$ cat src/rtl/writeback_unit.sv
// writeback_unit: merges ALU results and formatted load returns onto the
// single register-file write port. Loads are tracked in issue order through a
// meta FIFO (awaiting response) and a result FIFO (awaiting writeback) so ALU
// writebacks never stall.
// Optional: define WB_SCOREBOARD_EN to add the rd_pending per-register output.
module writeback_unit #(
  parameter int unsigned DEPTH = 4
) (
  input  logic                      clk_i,
  input  logic                      reset_i,
  input  logic                      alu_valid,
  input  logic [4:0]                alu_rd,
  input  logic [31:0]               alu_data,
  input  logic                      ld_issue_valid,
  output logic                      ld_issue_ready,
  input  logic [4:0]                ld_rd,
  input  logic [2:0]                ld_funct3,
  input  logic [1:0]                ld_offset,
  input  logic                      mem_rvalid,
  input  logic [31:0]               mem_rdata,
  output logic                      write_enable,
  output logic [4:0]                write_address,
  output logic [31:0]               write_data,
  output logic [$clog2(DEPTH):0]    ld_outstanding,
  output logic                      resp_err
`ifdef WB_SCOREBOARD_EN
  ,output logic [31:0]              rd_pending
`endif
);

  localparam int unsigned PTR_W = $clog2(DEPTH);
  localparam int unsigned CNT_W = PTR_W + 1;

  typedef struct packed {
    logic [4:0] rd;
    logic [2:0] funct3;
    logic [1:0] offset;
  } meta_t;

  typedef struct packed {
    logic [4:0]  rd;
    logic [31:0] data;
  } res_t;

  meta_t             meta_mem_q [DEPTH];
  meta_t             meta_mem_d [DEPTH];
  logic [PTR_W-1:0]  meta_wr_q, meta_wr_d, meta_rd_q, meta_rd_d;
  logic [CNT_W-1:0]  meta_cnt_q, meta_cnt_d;

  res_t              res_mem_q [DEPTH];
  res_t              res_mem_d [DEPTH];
  logic [PTR_W-1:0]  res_wr_q, res_wr_d, res_rd_q, res_rd_d;
  logic [CNT_W-1:0]  res_cnt_q, res_cnt_d;

  logic              we_q, we_d;
  logic [4:0]        wa_q, wa_d;
  logic [31:0]       wd_q, wd_d;
  logic              err_q, err_d;

  logic              issue_acc;
  logic              resp_ok;
  logic              res_pop;
  meta_t             meta_head;
  res_t              res_head;

  // Extract and extend the addressed byte/halfword of a returned word
  function automatic logic [31:0] fmt_load(input logic [2:0] f3, input logic [1:0] off,
                                           input logic [31:0] w);
    logic [7:0]  b;
    logic [15:0] h;
    case (off)
      2'd0:    b = w[7:0];
      2'd1:    b = w[15:8];
      2'd2:    b = w[23:16];
      default: b = w[31:24];
    endcase
    h = off[1] ? w[31:16] : w[15:0];
    case (f3)
      3'b000:  fmt_load = {{24{b[7]}}, b};
      3'b001:  fmt_load = {{16{h[15]}}, h};
      3'b100:  fmt_load = {24'd0, b};
      3'b101:  fmt_load = {16'd0, h};
      default: fmt_load = w;
    endcase
  endfunction

  assign ld_outstanding = meta_cnt_q + res_cnt_q;
  assign ld_issue_ready = (ld_outstanding < CNT_W'(DEPTH));
  assign write_enable   = we_q;
  assign write_address  = wa_q;
  assign write_data     = wd_q;
  assign resp_err       = err_q;

  // FIFO bookkeeping, response formatting and write-port arbitration
  always_comb begin
    meta_mem_d = meta_mem_q;
    meta_wr_d  = meta_wr_q;
    meta_rd_d  = meta_rd_q;
    meta_cnt_d = meta_cnt_q;
    res_mem_d  = res_mem_q;
    res_wr_d   = res_wr_q;
    res_rd_d   = res_rd_q;
    res_cnt_d  = res_cnt_q;
    we_d       = 1'b0;
    wa_d       = wa_q;
    wd_d       = wd_q;
    err_d      = err_q;

    meta_head  = meta_mem_q[meta_rd_q];
    res_head   = res_mem_q[res_rd_q];
    issue_acc  = ld_issue_valid && ld_issue_ready;
    resp_ok    = mem_rvalid && (meta_cnt_q != '0);
    res_pop    = !alu_valid && (res_cnt_q != '0);

    if (mem_rvalid && (meta_cnt_q == '0)) err_d = 1'b1;

    if (issue_acc) begin
      meta_mem_d[meta_wr_q] = '{rd: ld_rd, funct3: ld_funct3, offset: ld_offset};
      meta_wr_d = PTR_W'(meta_wr_q + 1'b1);
    end
    if (resp_ok) begin
      meta_rd_d = PTR_W'(meta_rd_q + 1'b1);
      res_mem_d[res_wr_q] = '{rd: meta_head.rd,
                              data: fmt_load(meta_head.funct3, meta_head.offset, mem_rdata)};
      res_wr_d = PTR_W'(res_wr_q + 1'b1);
    end
    if (res_pop) res_rd_d = PTR_W'(res_rd_q + 1'b1);

    case ({issue_acc, resp_ok})
      2'b10:   meta_cnt_d = meta_cnt_q + CNT_W'(1);
      2'b01:   meta_cnt_d = meta_cnt_q - CNT_W'(1);
      default: meta_cnt_d = meta_cnt_q;
    endcase
    case ({resp_ok, res_pop})
      2'b10:   res_cnt_d = res_cnt_q + CNT_W'(1);
      2'b01:   res_cnt_d = res_cnt_q - CNT_W'(1);
      default: res_cnt_d = res_cnt_q;
    endcase

    if (alu_valid) begin
      we_d = (alu_rd != 5'd0);
      wa_d = alu_rd;
      wd_d = alu_data;
    end else if (res_pop) begin
      we_d = (res_head.rd != 5'd0);
      wa_d = res_head.rd;
      wd_d = res_head.data;
    end
  end

  // State registers with asynchronous active-low reset
  always_ff @(posedge clk_i or negedge reset_i) begin
    if (!reset_i) begin
      for (int unsigned i = 0; i < DEPTH; i++) begin
        meta_mem_q[i] <= '0;
        res_mem_q[i]  <= '0;
      end
      meta_wr_q  <= '0;
      meta_rd_q  <= '0;
      meta_cnt_q <= '0;
      res_wr_q   <= '0;
      res_rd_q   <= '0;
      res_cnt_q  <= '0;
      we_q       <= 1'b0;
      wa_q       <= '0;
      wd_q       <= '0;
      err_q      <= 1'b0;
    end else begin
      meta_mem_q <= meta_mem_d;
      res_mem_q  <= res_mem_d;
      meta_wr_q  <= meta_wr_d;
      meta_rd_q  <= meta_rd_d;
      meta_cnt_q <= meta_cnt_d;
      res_wr_q   <= res_wr_d;
      res_rd_q   <= res_rd_d;
      res_cnt_q  <= res_cnt_d;
      we_q       <= we_d;
      wa_q       <= wa_d;
      wd_q       <= wd_d;
      err_q      <= err_d;
    end
  end

`ifdef WB_SCOREBOARD_EN
  logic [CNT_W-1:0] sb_cnt_q [1:31];
  logic [CNT_W-1:0] sb_cnt_d [1:31];

  // Per-register count of loads in flight; up on accepted issue, down on writeback pop
  always_comb begin
    rd_pending = '0;
    for (int unsigned n = 1; n < 32; n++) begin
      sb_cnt_d[n] = sb_cnt_q[n];
      if (issue_acc && (ld_rd == 5'(n)))   sb_cnt_d[n] = sb_cnt_d[n] + CNT_W'(1);
      if (res_pop && (res_head.rd == 5'(n))) sb_cnt_d[n] = sb_cnt_d[n] - CNT_W'(1);
      rd_pending[n] = (sb_cnt_q[n] != '0);
    end
  end

  // Scoreboard counter registers
  always_ff @(posedge clk_i or negedge reset_i) begin
    if (!reset_i) begin
      for (int unsigned n = 1; n < 32; n++) sb_cnt_q[n] <= '0;
    end else begin
      sb_cnt_q <= sb_cnt_d;
    end
  end
`endif

endmodule

$ cat config.mk
export PLATFORM = sky130hd
export DESIGN_NAME = writeback_unit
export DESIGN_NICKNAME = d
export VERILOG_FILES = /design/src/rtl/writeback_unit.sv
export SDC_FILE = /design/constraint.sdc
export NUM_CORES = 1
export LEC_CHECK = 0
export ABC_AREA = 1
export CORE_MARGIN = 2
export CORE_UTILIZATION = 45
export CTS_CLUSTER_DIAMETER = 120
export CTS_CLUSTER_SIZE = 24
export DETAILED_ROUTE_END_ITERATION = 8
export PLACE_DENSITY = 0.68
export SETUP_SLACK_MARGIN = 0.2
export SYNTH_ARGS = -nofsm -noshare
export SYNTH_HDL_FRONTEND = slang
export SYNTH_SLANG_ARGS = --single-unit
$ cat constraint.sdc
create_clock -name clk_i -period 2.55 [get_ports clk_i]
set_input_delay 0.765 -clock clk_i [delete_from_list [all_inputs] [get_ports clk_i]]
set_output_delay 0.765 -clock clk_i [all_outputs]
set_load 0.01 [all_outputs]
==> metrics.md, run 1 <==
| Metric | Value |
|---|---|
| Most frequent cells after synthesis | `sky130_fd_sc_hd__nand2_1 (593), sky130_fd_sc_hd__dfrtp_1 (241), sky130_fd_sc_hd__o21ai_0 (160)` |
| Core Rows | `60` |
| Routed wire length | `34.6 mm` |
| Root buffer cell | `sky130_fd_sc_hd__clkbuf_16` |
| Area occupied by registers | `0.00603 mm²` |
| Area share of xor/xnor cells in the synthesized design | `0.00794` |
| Crit-path cells | `ha_2 > fa_2 > xor2_4 > inv_1 > buf_2` |
| Fraction of synthesized area in multiplexers | `0` |
| Total global-route track usage | `0.246` |
| Maximum count of clock buffers along a single path | `3` |
| Relative area change from synthesis to final layout | `19.2%` |
| Antenna violations before repair | `0` |
| Area inside the core boundary | `0.0267 mm²` |
| Final critical-path share of the clock period | `1.02` |
| Footprint of the multi-input gates | `0.00546 mm²` |
| Post-synth net total | `1,635` |
| Number of vias per cell after detailed routing | `5.46` |
| Worst min-delay path class | `in -> async` |
| Wire length of the first global-routing pass | `55.8 mm` |
| Worst Slack Setup Final | `-0.0383 ns` |
| Number of buffers inserted by port buffering | `126` |
| Number of antenna repair diodes | `0` |
| Number of pins with negative max-slew slack in the final report | `0` |
| Overall power after layout | `19.9 mW` |
| Area share of and/or/nand/nor cells after synthesis | `0.311` |
| Family with the most delay on the worst path | `adder cells` |
| Number of cells traversed by the worst register-to-register path | `10` |
| Count of boundary I/O pins | `127` |
| Crit start category | `flop` |
| Adder and majority cell fraction of the synthesized area | `0.0163` |
| Worst slew margin relative to its limit | `0.634` |
| H-tree levels | `1` |
| Num CTS Buffers | `14` |
| Worst IR drop on VDD | `about 0.77 mV` |
| Synthesized netlist cell count | `1,537` |
| Worst path arrival time | `1.82 ns` |
| Clock tree from TritonCTS | `built` |
| DPL Wire Length | `22.9 mm` |
| Initial DRC count | `1,049` |
| Dominant cells by area after synthesis | `sky130_fd_sc_hd__dfrtp_1 (50%), sky130_fd_sc_hd__nand2_1 (18%), sky130_fd_sc_hd__o21ai_0 (6.6%)` |
| Failing checks | `negative setup slack` |
| CP Capture Point | `ld_outstanding[2]` |
| Internal reg-to-reg setup slack | `0.27 ns` |
| Number of buffers and inverters on the critical path | `2` |
| Starting Density | `0.454` |
| Final Net Count | `1,750` |
| Number of gates on the worst path with buffers counted | `5` |
| Worst skew pair latency | `0.49 ns` |
| Power density over the cells | `1380 mW/mm²` |
| Maximum clock rate | `386 MHz` |
| Top flip-flop cell by instance count after synthesis | `sky130_fd_sc_hd__dfrtp_1` |
| Unrepaired setup endpoints after global routing | `yes` |
| Launching instance or port of the critical path | `res_cnt_q[0]$_DFFE_PN0P_` |
| Die width | `168 µm` |
| Crit Path Class | `reg -> out` |
| Share of flip-flops with an asynchronous set or reset after synthesis | `1.00` |
| Worst-path fanout max | `3` |
| Required time at the worst-slack endpoint | `around 1.8 ns` |
| Total number of yosys warnings | `0` |
| Synth Area in Compound Gates | `0.110` |
| Largest family of logic cells by synthesized area | `simple AND/OR/NAND/NOR gates` |
| Via count of the first global-routing pass | `10.5k` |
| Number of distinct library cells after synthesis | `35` |
| Die area | `0.0283 mm²` |
| Vertical die dimension | `about 170 µm` |
| Slowest cell delay on critical path | `around 0.40 ns` |
| Placed cell area | `roughly 0.014 mm²` |
| Clock input transition at the sequential cells of the worst setup and hold paths | `0.09 ns` |
| Antenna Violating Nets Remaining | `0` |
| Count of unresolved DRC violations after routing | `0` |
| Run status | `finished, violations left` |
| Final Skew | `0.0321 ns` |
| Actual transition at the worst max-transition pin | `0.548 ns` |
| FF-to-FF End | `meta_cnt_q[2]$_DFFE_PN0P_` |
| Combined area of all synthesized cells | `0.0121 mm²` |
| Overflow left after global routing | `0` |
| Final Hold Fails | `0` |
| Average cell area after synthesis | `7.89 µm²` |
| Largest net degree at the start of global routing | `between 60 and 70` |
| Filler instances | `2,480` |
| Shortest period the worst path allows | `2.59 ns` |
| Cell with the most instances after synthesis | `sky130_fd_sc_hd__nand2_1` |
| Yosys top cell area share | `0.497` |
| Total vias in the final route | `10.9k` |
| Count of TritonRoute iterations in the first routing pass | `5` |
| GP Congestion | `0.899` |
| Post-detailed-route wirelength per cell | `17.4 µm` |
| P_leak | `7.14 nW` |
| Number of setup violations in the final report | `2` |
| Sequential element share of the synthesized area | `0.497` |
| Yosys top cell by area | `sky130_fd_sc_hd__dfrtp_1` |
| Fraction of final layout cells sized beyond drive strength 1 | `0.0865` |
| Sinks on Clock Net | `241` |
| Crit end category | `output port` |
| Reg2Reg Launch Point | `res_cnt_q[0]$_DFFE_PN0P_` |
| Slowest stage cell on the critical path | `sky130_fd_sc_hd__dfrtp_1` |
| Number of register bits inferred by synthesis | `241` |
| EDFF count, synth | `0` |
| Maximum capacitance violations | `0` |
| Non-Filler Cell Area, Final | `roughly 0.014 mm²` |
-- worst min path at each step --
stage                                       endpoint  cells after the start                 startpoint
after global routing      res_mem_q[117]$_DFFE_PN0P_                      1                    reset_i
final                     write_data[13]$_DFFE_PN0P_                      1                    reset_i
after floorplan            res_mem_q[56]$_DFFE_PN0P_                      2  res_mem_q[56]$_DFFE_PN0P_
after global placement     res_mem_q[88]$_DFFE_PN0P_                      2  res_mem_q[88]$_DFFE_PN0P_
after CTS                 res_mem_q[123]$_DFFE_PN0P_                      1                    reset_i
after detailed placement   res_mem_q[78]$_DFFE_PN0P_                      2  res_mem_q[78]$_DFFE_PN0P_
-- cells by family after synthesis --
| group | count (synthesis) |
|---|---|
| adder cells (fa/ha/maj) | 14 |
| buffers and inverters | 159 |
| flip-flops | 241 |
| AND/OR/NAND/NOR | 863 |
| AO/OA/AOI/OAI | 249 |
| XOR/XNOR | 11 |
-- cell type report --
| class | count | area share |
|---|---|---|
| sequential | 241 | 0.417 |
| multi-input combinational | 1137 | 0.378 |
| timing repair buffer | 185 | 0.128 |
| tap | 341 | 0.0295 |
| clock buffer | 17 | 0.0265 |
| inverter | 73 | 0.0190 |
| clock inverter | 1 | 0.00208 |
-- routing by layer --
| layer | global-route usage | part of all wire | up-vias |
|---|---|---|---|
| met2 | 0.415 | 0.48 | 357 |
| met1 | 0.330 | 0.43 | 5287 |
| li1 | - | - | 5186 |
| met4 | 0.0753 | 0.027 | 0 |
| met5 | 0 | 0 | - |
| met3 | 0.0371 | 0.059 | 57 |
-- sequential cells by signal (all words and copies together) (netlist names), 3 cells and up --
register       cells
write_data        32
meta_cnt_q         3
res_mem_q        148
meta_mem_q        40
res_cnt_q          3
write_address      5
-- power breakdown --
group          total [mW]  switching (mW)  internal (mW)  leakage (nW)
clock network        2.40            1.31           1.09         0.199
registers            6.43           0.902           5.53          3.02
logic                11.1            7.02           4.06          3.92
total                19.9            9.23           10.7          7.14
-- through the flow --
stage                     hold slack [ns]  setup slack, ns  TNS, ns  cells   util
final                               0.210          -0.0383  -0.0451   1995  0.541
after global routing                0.252           -0.115   -0.198   1995  0.541
after CTS                           0.240          -0.0957   -0.168   1993  0.540
after detailed placement            0.460           0.0171        0   1975  0.525
after global placement              0.457           0.0564        0   1975  0.525
after floorplan                     0.444            0.148        0   1537      -
-- worst reg2reg max path, cell delays in order, from the launching register on --
cell and delay [ns]:
sky130_fd_sc_hd__dfrtp_1 0.40, sky130_fd_sc_hd__ha_2 0.18, sky130_fd_sc_hd__fa_2 0.37, sky130_fd_sc_hd__xor2_4 0.18
sky130_fd_sc_hd__nand2_4 0.13, sky130_fd_sc_hd__ha_4 0.15, sky130_fd_sc_hd__inv_2 0.03, sky130_fd_sc_hd__fa_2 0.34
sky130_fd_sc_hd__a21oi_2 0.14, sky130_fd_sc_hd__o21ai_1 0.09, sky130_fd_sc_hd__xor2_1 0.17
-- cell usage in the layout (no fill, tap or decap), types with 12 or more instances in the layout --
| master | instances |
|---|---|
| sky130_fd_sc_hd__inv_1 | 62 |
| sky130_fd_sc_hd__buf_4 | 47 |
| sky130_fd_sc_hd__a21oi_1 | 17 |
| sky130_fd_sc_hd__dfrtp_1 | 240 |
| sky130_fd_sc_hd__o21ai_0 | 159 |
| sky130_fd_sc_hd__buf_12 | 12 |
| sky130_fd_sc_hd__a31oi_1 | 26 |
| sky130_fd_sc_hd__nand3_1 | 106 |
| sky130_fd_sc_hd__clkdlybuf4s50_1 | 120 |
| sky130_fd_sc_hd__nor2_1 | 111 |
| sky130_fd_sc_hd__nand2_1 | 592 |
| sky130_fd_sc_hd__clkbuf_16 | 15 |
| sky130_fd_sc_hd__o22ai_1 | 36 |
| sky130_fd_sc_hd__nand3_4 | 18 |
-- timing repair --
action                     in CTS  in global routing
gates resized for setup        14                  4
pin swaps                       3                  6
hold buffers                    0                  0
setup endpoints to repair       4                 24
buffers inserted                0                  2
(Power assumes the default switching activity.)
==> run 2, diff against run 1 <==
--- a/config.mk
+++ b/config.mk
@@ -6,6 +6,7 @@
 export NUM_CORES = 1
 export LEC_CHECK = 0
 export ABC_AREA = 1
+export CORE_ASPECT_RATIO = 1.75
 export CORE_MARGIN = 2
 export CORE_UTILIZATION = 45
 export CTS_CLUSTER_DIAMETER = 120
@@ -13,6 +14,7 @@
 export DETAILED_ROUTE_END_ITERATION = 8
 export PLACE_DENSITY = 0.68
 export SETUP_SLACK_MARGIN = 0.2
+export SKIP_LAST_GASP = 1
 export SYNTH_ARGS = -nofsm -noshare
 export SYNTH_HDL_FRONTEND = slang
 export SYNTH_SLANG_ARGS = --single-unit
==> metrics.md, run 2 (synthesis results as in run 1) <==
| Metric | Value |
|---|---|
| Cts hold-fix bufs | `0` |
| Worst IR drop on VDD | `0.555 mV` |
| # placed instances | `1,950` |
| Crit Path Class | `reg -> out` |
| Number of vias per cell after detailed routing | `5.48` |
| Filler instances | `2,555` |
| Failing checks | `negative setup slack` |
| Crit end category | `output port` |
| P_leak | `7.18 nW` |
| Maximum count of clock buffers along a single path | `3` |
| Family with the most delay on the worst path | `adder cells` |
| Largest Register | `res_mem_q` |
| Number of pins with negative max-slew slack in the final report | `0` |
| Sinks on Clock Net | `between 200 and 250` |
| Wire length of the first global-routing pass | `56.4 mm` |
| Overflow left after global routing | `0` |
| Placed cell area | `0.0140 mm²` |
| Num CTS Buffers | `14` |
| Total global-route track usage | `0.248` |
| GP Congestion | `approximately 0.95` |
| Clock tree from TritonCTS | `built` |
| Worst Slack Setup Final | `-0.0277 ns` |
| Power density over the cells | `1400 mW/mm²` |
| Unrepaired setup endpoints after global routing | `yes` |
| Shortest period the worst path allows | `2.58 ns` |
| Slowest cell delay on critical path | `~0.40 ns` |
| Max reg flops | `approximately 150` |
| Commonest non-fill, non-tap cell in the layout | `sky130_fd_sc_hd__nand2_1` |
| Worst-path fanout max | `3` |
| Placement Setup Slack | `0.0613 ns` |
| Footprint of the multi-input gates | `0.00550 mm²` |
| Starting Density | `0.456` |
| Number of setup violations in the final report | `2` |
| Total vias in the final route | `10.8k` |
| Number of cells traversed by the worst register-to-register path | `12` |
| Clock input transition at the sequential cells of the worst setup and hold paths | `0.09 ns` |
| Worst slew margin relative to its limit | `0.670` |
| Fraction of final layout cells sized beyond drive strength 1 | `0.0860` |
| Commonest cells after routing, fill and taps aside | `sky130_fd_sc_hd__nand2_1 (592), sky130_fd_sc_hd__dfrtp_1 (240), sky130_fd_sc_hd__o21ai_0 (151)` |
| Final Hold Fails | `0` |
| Largest net degree at the start of global routing | `80` |
| Count of non-filler cells in the finished layout | `1,976` |
| Die width | `128 µm` |
| Count of unresolved DRC violations after routing | `0` |
| DPL Wire Length | `~24 mm` |
| Internal reg-to-reg setup slack | `0.09 ns` |
| Required time at the worst-slack endpoint | `1.79 ns` |
| FF-to-FF End | `meta_cnt_q[2]$_DFFE_PN0P_` |
| Die area | `between 0.02 and 0.03 mm²` |
| Slowest stage cell on the critical path | `sky130_fd_sc_hd__dfrtp_1` |
| Actual transition at the worst max-transition pin | `0.495 ns` |
| Area inside the core boundary | `~0.027 mm²` |
| Relative area change from synthesis to final layout | `19.9%` |
| Worst skew pair latency | `0.49 ns` |
| Number of buffers and inverters on the critical path | `2` |
| Final Skew | `0.0273 ns` |
| H-tree levels | `1` |
| Worst path arrival time | `1.81 ns` |
| Maximum capacitance violations | `0` |
| Overall power after layout | `between 20 and 25 mW` |
| Antenna violations before repair | `0` |
| Count of TritonRoute iterations in the first routing pass | `5` |
| Reg2Reg Launch Point | `res_cnt_q[0]$_DFFE_PN0P_` |
| Root buffer cell | `sky130_fd_sc_hd__clkbuf_16` |
| Crit start category | `flop` |
| Number of buffers inserted by port buffering | `126` |
| Core Rows | `roughly 80` |
| Vertical die dimension | `221 µm` |
| Via count of the first global-routing pass | `10.8k` |
| Final critical-path share of the clock period | `1.01` |
| Worst min-delay path class | `in -> async` |
| Post-detailed-route wirelength per cell | `17.7 µm` |
| Total negative setup slack | `-0.0304 ns` |
| Crit-path cells | `ha_2 > fa_2 > xor2_4 > inv_1 > buf_2` |
| Non-Filler Cell Area, Final | `0.0145 mm²` |
| Routed wire length | `35.0 mm` |
| Number of antenna repair diodes | `0` |
| Area occupied by registers | `0.00603 mm²` |
| Antenna Violating Nets Remaining | `0` |
| Run status | `finished, violations left` |
| Final Net Count | `1,748` |
| Count of boundary I/O pins | `127` |
| Maximum clock rate | `388 MHz` |
| Initial DRC count | `877` |
run 2: cell types whose count changed in the layout (fill, tap and decap cells not counted), sizes merged:
cell / change
buf: -4
clkbuf: +1
nor2: +1
run 2: final cells by class:
type	count	share of cell area
Inverter	73	0.0189
Tap cell	324	0.0279
Sequential cell	241	0.415
Timing Repair Buffer	182	0.132
Multi-Input combinational cell	1138	0.378
Clock buffer	17	0.0263
Clock inverter	1	0.00206
run 2: worst max path at each step:
stage	startpoint	to	slack, ns	cells after the start
2_1_floorplan	res_cnt_q[0]$_DFFE_PN0P_	meta_cnt_q[2]$_DFFE_PN0P_	0.15	11
3_3_place_gp	mem_rvalid	res_cnt_q[2]$_DFFE_PN0P_	0.08	8
3_5_place_dp	res_cnt_q[0]$_DFFE_PN0P_	ld_issue_ready	0.06	4
4_1_cts	meta_cnt_q[0]$_DFFE_PN0P_	ld_outstanding[2]	-0.06	5
5_1_grt	res_cnt_q[0]$_DFFE_PN0P_	ld_outstanding[2]	-0.11	5
6_report	res_cnt_q[0]$_DFFE_PN0P_	ld_outstanding[2]	-0.03	5
run 2: routing by layer:
metal / up-vias / track usage / wire length (µm)
met5: - / 0 / 0
met2: 389 / 0.439 / 18200
met3: 78 / 0.0206 / 1820
li1: 5168 / - / -
met1: 5188 / 0.314 / 13800
met4: 0 / 0.0964 / 1240
run 2: stage by stage:
stage / util / hold slack (ns)
final: 0.547 / 0.130
after global routing: 0.547 / 0.132
after CTS: 0.543 / 0.121
after detailed placement: 0.526 / 0.460
after global placement: 0.526 / 0.456
after floorplan: - / 0.444
run 2: repair_timing:
action | in CTS | in global routing
pin swaps | 4 | 6
endpoints found under the setup margin | 5 | 117
setup buffers | 4 | 1
hold endpoints to repair | 0 | 0
gates resized for setup | 17 | 23
gates cloned | 0 | 3
run 2: where the power goes:
group          total (mW)  leakage [nW]  internal [mW]  switching [mW]
clock network        2.40         0.199           1.09            1.31
registers            6.43          3.02           5.53           0.903
logic                11.5          3.95           4.39            7.10
total                20.3          7.18           11.0            9.31
==> run 3, diff against run 2 <==
--- a/config.mk
+++ b/config.mk
@@ -12,7 +12,7 @@
 export CTS_CLUSTER_DIAMETER = 120
 export CTS_CLUSTER_SIZE = 24
 export DETAILED_ROUTE_END_ITERATION = 8
-export PLACE_DENSITY = 0.68
+export PLACE_DENSITY = 0.66
 export SETUP_SLACK_MARGIN = 0.2
 export SKIP_LAST_GASP = 1
 export SYNTH_ARGS = -nofsm -noshare
==> constraint.sdc (replaced) <==
create_clock -name clk_i -period 2.45 [get_ports clk_i]
set_input_delay 0.735 -clock clk_i [delete_from_list [all_inputs] [get_ports clk_i]]
set_output_delay 0.735 -clock clk_i [all_outputs]
set_load 0.01 [all_outputs]
==> metrics.md, run 3 (synthesis results as in run 1) <==
| Metric | Value |
|---|---|
| FF-to-FF End | `meta_cnt_q[2]$_DFFE_PN0P_` |
| GP Congestion | `0.885` |
| Wire length of the first global-routing pass | `56.2 mm` |
| Commonest cells after routing, fill and taps aside | `sky130_fd_sc_hd__nand2_1 (592), sky130_fd_sc_hd__dfrtp_1 (239), sky130_fd_sc_hd__o21ai_0 (141)` |
| Largest Register | `res_mem_q` |
| Num CTS Buffers | `14` |
| Failing checks | `negative setup slack` |
| Worst path arrival time | `1.83 ns` |
| Filler instances | `2,525` |
| Run status | `finished, violations left` |
| Unrepaired setup endpoints after global routing | `yes` |
| Max reg flops | `148` |
| Via count of the first global-routing pass | `10.9k` |
| Crit start category | `flop` |
| Area inside the core boundary | `0.0266 mm²` |
| Final critical-path share of the clock period | `1.05` |
| Reg2Reg Launch Point | `res_cnt_q[0]$_DFFE_PN0P_` |
| Number of buffers inserted by port buffering | `126` |
| Required time at the worst-slack endpoint | `1.71 ns` |
| Crit Path Class | `reg -> out` |
| Slowest stage cell on the critical path | `sky130_fd_sc_hd__dfrtp_1` |
| Post-Route Hold Slack | `0.0873 ns` |
| Clock input transition at the sequential cells of the worst setup and hold paths | `0.10 ns` |
| Non-Filler Cell Area, Final | `between 0.01 and 0.015 mm²` |
| Final Hold Fails | `0` |
| Commonest non-fill, non-tap cell in the layout | `sky130_fd_sc_hd__nand2_1` |
| H-tree levels | `1` |
| Worst slew margin relative to its limit | `0.581` |
| Starting Density | `0.456` |
| P_leak | `7.25 nW` |
| Fraction of final layout cells sized beyond drive strength 1 | `0.0991` |
| Worst min-delay path class | `in -> async` |
| Initial DRC count | `837` |
| Clock tree from TritonCTS | `built` |
| Number of pins with negative max-slew slack in the final report | `0` |
| Final Util | `0.552` |
| Shortest period the worst path allows | `roughly 2.6 ns` |
| Largest net degree at the start of global routing | `72` |
| Antenna Violating Nets Remaining | `0` |
| Internal reg-to-reg setup slack | `0.03 ns` |
| Count of unresolved DRC violations after routing | `0` |
| DPL Wire Length | `23.9 mm` |
| Antenna violations before repair | `0` |
| Root buffer cell | `sky130_fd_sc_hd__clkbuf_16` |
| Number of cells traversed by the worst register-to-register path | `12` |
| Launching instance or port of the critical path | `res_cnt_q[0]$_DFFE_PN0P_` |
| Number of vias per cell after detailed routing | `5.46` |
| Number of setup violations in the final report | `3` |
| Maximum count of clock buffers along a single path | `3` |
| Crit-path cells | `ha_2 > fa_2 > xor2_4 > buf_2` |
| Maximum capacitance violations | `0` |
| Placed cell area | `0.0141 mm²` |
| Total negative setup slack | `-0.232 ns` |
| Count of boundary I/O pins | `127` |
| Actual transition at the worst max-transition pin | `0.628 ns` |
| Total global-route track usage | `0.248` |
| Die area | `0.0283 mm²` |
| Total vias in the final route | `between 10k and 15k` |
| Post-detailed-route wirelength per cell | `17.7 µm` |
| Maximum clock rate | `391 MHz` |
| Relative area change from synthesis to final layout | `21.0%` |
| Worst-path fanout max | `3` |
| Overflow left after global routing | `0` |
| Worst skew pair latency | `0.51 ns` |
| Final Net Count | `1,761` |
| Worst IR drop on VDD | `about 0.71 mV` |
| Power density over the cells | `1460 mW/mm²` |
| Slowest cell delay on critical path | `0.40 ns` |
| Vertical die dimension | `approximately 220 µm` |
| Die width | `128 µm` |
| Final Skew | `0.0296 ns` |
| Worst Slack Setup Final | `-0.111 ns` |
| Crit end category | `output port` |
| CP Capture Point | `ld_issue_ready` |
| Number of antenna repair diodes | `0` |
| Routed wire length | `about 35 mm` |
| Count of TritonRoute iterations in the first routing pass | `5` |
| Sinks on Clock Net | `approximately 240` |
| Core Rows | `79` |
run 3: cell types whose count changed in the layout (fill, tap and decap cells not counted), sizes merged:
cell and delta:
buf +13, clkdlybuf4s15 +1, clkinv +1, dlygate4sd2 -1, nor2 -1
run 3: layout make-up:
class,instances,area (µm²),area share
sequential,241,6030,0.411
multi-input combinational,1137,5510,0.375
timing repair buffer,196,2050,0.139
tap,324,405,0.0276
clock buffer,16,358,0.0244
inverter,73,278,0.0189
clock inverter,2,46.3,0.00315
run 3: through the flow:
stage	cells	power, mW	setup WS, ns
after floorplan	1537	14.4	0.0478
after global placement	1961	18.2	-0.0320
after detailed placement	1961	18.4	-0.0708
after CTS	1982	20.9	-0.111
after global routing	1989	23.1	-0.185
final	1989	21.5	-0.111
run 3: worst max-delay path, delay by kind of cell, from the launching register on:
| kind | cells | cell delay [ns] |
|---|---|---|
| fa+ha+maj | 2 | 0.60 |
| flops | 1 | 0.40 |
| xor+xnor | 1 | 0.17 |
| buf+inv | 1 | 0.17 |
run 3: routing by layer:
layer / up-vias / routed length (µm) / GRT usage
met5: - / 0 / 0
met4: 0 / 913 / 0.0872
li1: 5192 / - / -
met3: 70 / 1730 / 0.0283
met2: 341 / 18600 / 0.445
met1: 5248 / 14000 / 0.304
run 3: timing repair:
action / 4_1_cts / 5_1_grt
gates cloned: 0 / 2
setup buffers: 3 / 5
gates resized for setup: 17 / 44
hold buffers: 0 / 0
pin swaps: 4 / 3
setup endpoints to repair: 26 / 145
endpoints found under the hold margin: 0 / 0
run 3: where the power goes:
| group | internal (mW) | switching [mW] |
|---|---|---|
| logic | 4.76 | 7.49 |
| registers | 5.75 | 1.01 |
| clock network | 1.08 | 1.38 |
| total | 11.6 | 9.88 |
run 3: worst min path at each step:
stage	end	slack, ns
2_1_floorplan	meta_cnt_q[0]$_DFFE_PN0P_	0.44
3_3_place_gp	resp_err$_DFFE_PN0P_	0.46
3_5_place_dp	res_mem_q[104]$_DFFE_PN0P_	0.46
4_1_cts	meta_cnt_q[2]$_DFFE_PN0P_	0.09
5_1_grt	meta_cnt_q[2]$_DFFE_PN0P_	0.09
6_report	write_address[0]$_DFFE_PN0P_	0.09
